$ cat src/rtl/cw_deserializer.sv
// Serial-to-parallel front end for the (25,16) burst-4 decoder: frames bits into codewords
// and hands them over a valid/ready register. Optional error injection: CW_DESER_ERR_INJECT_EN.
//
//   state | meaning
//   SYNC  | waiting for a valid bit flagged sof
//   RUN   | collecting bits 1..N-1 of the current frame
module cw_deserializer #(
  parameter int N      = 25,
  parameter int CNT_W  = 5,
  parameter int DROP_W = 8
) (
  input  logic              clk,
  input  logic              rst_n,
  input  logic              sin_valid,
  input  logic              sin_data,
  input  logic              sin_sof,
  output logic              cw_valid,
  input  logic              cw_ready,
  output logic [0:N-1]      cw_data,
  output logic              overflow,
  output logic              frame_err,
  output logic [DROP_W-1:0] drop_cnt
`ifdef CW_DESER_ERR_INJECT_EN
  ,
  input  logic              inj_en,
  input  logic [CNT_W-1:0]  inj_pos,
  input  logic [3:0]        inj_pat
`endif
);

  typedef enum logic {SYNC, RUN} state_t;

  state_t           state;
  logic [CNT_W-1:0] cnt;
  logic [0:N-1]     sr;
  logic [0:N-1]     word;
  logic [0:N-1]     inj_mask;
  logic             last_bit;
  logic             can_load;

  assign last_bit = (state == RUN) && sin_valid && !sin_sof && (cnt == CNT_W'(N-1));
  assign can_load = !cw_valid || cw_ready;

  always_comb begin
    word        = sr;
    word[N-1]   = sin_data;
    inj_mask    = '0;
`ifdef CW_DESER_ERR_INJECT_EN
    // Pattern sits at index 0 and shifts toward N-1; anything past N-1 falls off.
    if (inj_en)
      inj_mask = {inj_pat, {(N-4){1'b0}}} >> inj_pos;
`endif
  end

  always_ff @(posedge clk or negedge rst_n) begin
    if (!rst_n) begin
      state     <= SYNC;
      cnt       <= '0;
      sr        <= '0;
      cw_valid  <= 1'b0;
      cw_data   <= '0;
      overflow  <= 1'b0;
      frame_err <= 1'b0;
      drop_cnt  <= '0;
    end else begin
      overflow  <= 1'b0;
      frame_err <= 1'b0;
      if (cw_ready)
        cw_valid <= 1'b0;

      if (sin_valid) begin
        case (state)
          SYNC: begin
            if (sin_sof) begin
              sr    <= {sin_data, {(N-1){1'b0}}};
              cnt   <= CNT_W'(1);
              state <= RUN;
            end
          end
          RUN: begin
            if (sin_sof) begin
              // A sof mid-frame (including on bit N-1) restarts rather than completes.
              frame_err <= 1'b1;
              sr        <= {sin_data, {(N-1){1'b0}}};
              cnt       <= CNT_W'(1);
            end else if (last_bit) begin
              cnt   <= '0;
              state <= SYNC;
              if (can_load) begin
                cw_data  <= word ^ inj_mask;
                cw_valid <= 1'b1;
              end else begin
                overflow <= 1'b1;
                if (drop_cnt != {DROP_W{1'b1}})
                  drop_cnt <= drop_cnt + 1'b1;
              end
            end else begin
              sr[cnt] <= sin_data;
              cnt     <= cnt + 1'b1;
            end
          end
          default: state <= SYNC;
        endcase
      end
    end
  end

endmodule

$ cat config.mk
export PLATFORM = sky130hd
export DESIGN_NAME = cw_deserializer
export DESIGN_NICKNAME = d
export VERILOG_FILES = /design/src/rtl/cw_deserializer.sv
export SDC_FILE = /design/constraint.sdc
export NUM_CORES = 1
export LEC_CHECK = 0
export ABC_AREA = 1
export BUFFER_PORTS_ARGS = -buffer_cell sky130_fd_sc_hd__clkbuf_2
export CORE_MARGIN = 2
export CORE_UTILIZATION = 45
export DETAILED_ROUTE_END_ITERATION = 7
export PLACE_DENSITY = 0.63
export RECOVER_POWER = 100
export SLEW_MARGIN = 20
export SYNTH_ARGS = -nofsm -noshare
export SYNTH_HDL_FRONTEND = slang
export SYNTH_SLANG_ARGS = --single-unit
$ cat constraint.sdc
create_clock -name clk -period 2.85 [get_ports clk]
set_input_delay 0.1425 -clock clk [delete_from_list [all_inputs] [get_ports clk]]
set_output_delay 0.1425 -clock clk [all_outputs]
set_load 0.1 [all_outputs]
==> flow_summary.yaml <==
logic_synthesis:
  yosysUniqueCellTypes: 26
  syn_nets: 456
  synth.most_common_cell: "nand2_1"
  synth_area_per_cell_um2: 7.72
  seq_area_frac_synth: 0.481
  ys_async_sr_fraction: 1.00
  synth_top_area_frac: 0.481
  netlist_instances: 445
  synth_area_um2: 3440
  yosys.area.top_type: "dfrtp_1"
  yosys_register_bits: 66
  synthFlopType: "dfrtp_1"
  synth_edf_count: 0
  yosysWarnings: 0
  synth_common_cells: "163 x nand2_1, 69 x nand3_1, 66 x dfrtp_1"
  synthTopCellsByArea: "dfrtp_1 48%, nand2_1 18%, nand3_1 10%"
pwr:
  leakagePower_uw: 0.00214
  p_sw_frac: 0.244
  irDropWorstVdd_uv: 267
  intPower_uw: 1540
  finalPower_uw: 2040
  p_per_area_nw_per_um2: 530
  switchingPower_uw: 498
  p_clk_frac: 0.432
  power_frac_seq: 0.477
  combPwrFrac: 0.091
sta:
  worst_pin_slew_ps: 1590
  hold_violations: 0
  period_share: 0.827
  skew_ps: 11.5
  period_minus_slack_ps: 2360
  slew_violations: 67
  holdWs_ps: 37.3
  rsz0062_at_grt: "no"
  max_freq_ghz: 0.424
  maxSlewHeadroom: -0.0608
  tns_ps: 0
  finalSetupViolations: 0
worst_setup_path:
  worstSetupPathType: "reg -> reg"
  crit_path_start: "cnt[0]"
  crit_arrival_ps: 2580
  reg2regPathDepth: 9
  reg2reg_to: "cw_data[24]"
  cp-start-kind: "flop"
  r2r-start: "cnt[0]"
  cp_data_required_time_ps: 3070
  rrSetupSlack_ps: 490
  endpoint: "cw_data[24]"
  end_kind: "flop"
  path_max_fanout: 26
clock_tree:
  clock-sinks: 66
  clockBufferDepth: 2
  cts_hold_buf: 0
  tritoncts: "built"
  clkTransAtPathRegs_ps: 80
  numCtsBuffers: 9
  cts.htree.levels: 3
  clockRootBuffer: "clkbuf_8"
  postCtsSetupBuffers: 0
  ctsResizeCount: 0
  insertion_delay_ps: 340
routing:
  drc: 0
  antenna_left: 0
  avgViaCountPerCell: 5.10
  dr.pass1.iters: 4
  postRouteWirelength_um: 7420
  wl_per_cell_um: 12.8
  drtIter0Drc: 170
  vias: 2958
grt:
  gr-usage-all-layers: 0.194
  antenna_found_initial: 0
  grt_pass1_vias: 2733
  grt_overflow: 0
  grt_max_degree: 67
  grt_pass1_wl_um: 13100
min_path:
  holdPathStages: 2
  worst_hold_path_type: "in -> reg"
die:
  placeableCoreArea_um2: 7330
  die_h_um: 91.4
  die_area_um2: 8350
  io_pins: 42
  rows: 31
  start_util: 0.469
  die_width_um: 91.4
flow_run:
  cap_violations: 1
layout:
  synthToLayoutAreaGrowth_pct: 12.0
  drive_above_1_share: 0.0707
  fill_cells: 727
  final_nets: 488
  n_antenna_cell: 0
place:
  port_buffers: 41
  dp_hpwl_um: 4830
  place.gp.congestion: 0.787
status:
  status: "finished with violations"
  violations: "max-capacitance violations, max-slew violations"
-- worst min path at each step --
stage / slack, ps / endpoint / startpoint
final: 40 / state / sin_valid
after global routing: 30 / state / sin_valid
after CTS: 10 / drop_cnt[0] / rst_n
after detailed placement: 380 / drop_cnt[0] / rst_n
after global placement: 380 / drop_cnt[2] / rst_n
after floorplan: -150 / cnt[0] / rst_n
-- area by class of cell --
class                           instances  area [µm²]  share of cell area
Clock buffer                           13         159              0.0413
Clock inverter                          2        60.1              0.0156
Inverter                               39         146              0.0380
Multi-Input combinational cell        315        1510               0.393
Sequential cell                        66        1650               0.429
Tap cell                               99         124              0.0322
Timing Repair Buffer                   46         195              0.0507
-- power by group through the flow --
| stage | Clock (µW) | Sequential [µW] | Combinational [µW] |
|---|---|---|---|
| 6_report | 881 | 973 | 185 |
| 5_1_grt | 941 | 975 | 213 |
| 2_1_floorplan | 0 | 986 | 135 |
| 3_3_place_gp | 0 | 989 | 181 |
| 4_1_cts | 896 | 972 | 187 |
| 3_5_place_dp | 0 | 990 | 185 |
-- critical path, stage by stage, from the launching register on --
cell and delay [ps]:
dfrtp_1 440, inv_1 110, ha_1 340, nand2_1 110, nor2_2 170, nand2_4 170, inv_2 410, nand2_4 280
nand2_1 110, o21ai_0 80
-- placed cells by master (no fill, tap or decap), drive strengths merged --
cell and instances:
o21ai 9, nor2 15, bufinv 2, nand2 166, nand4 39, nor3 2
dfrtp 66, clkinv 2, o22ai 3, clkbuf 54, buf 5, nand3 70
ha 5, nand3b 2, inv 37, xnor2 1, xor2 3
-- per-layer routing --
layer / track usage / vias up / wire length (µm)
li1: - / 1522 / -
met1: 0.273 / 1372 / 3690
met2: 0.294 / 60 / 3280
met3: 0.0498 / 4 / 403
met4: 0.0606 / 0 / 52
met5: 0 / - / 0
-- flip-flops by register name (all words and copies together) (netlist names) --
name and cells:
overflow 1, cnt 5, frame_err 1, sr 24, cw_data 25, cw_valid 1, drop_cnt 8, state 1
-- per-stage QoR --
| step | cells | instance area (µm²) | setup WS [ps] | util |
|---|---|---|---|---|
| floorplan | 445 | 3440 | 888 | - |
| global placement | 565 | 3680 | 779 | 0.502 |
| detailed placement | 565 | 3680 | 687 | 0.502 |
| CTS | 580 | 3900 | 644 | 0.532 |
| global route | 580 | 3850 | 223 | 0.525 |
| finish | 580 | 3850 | 493 | 0.525 |
-- cell families after synthesis --
kind of cell,after synthesis,synth area share
fa+ha+maj,5,0.0182
flops,66,0.481
buf+inv,64,0.0794
compound gates,12,0.0186
simple gates,294,0.393
xor+xnor,4,0.0102
Power figures use the tool's default switching activity.
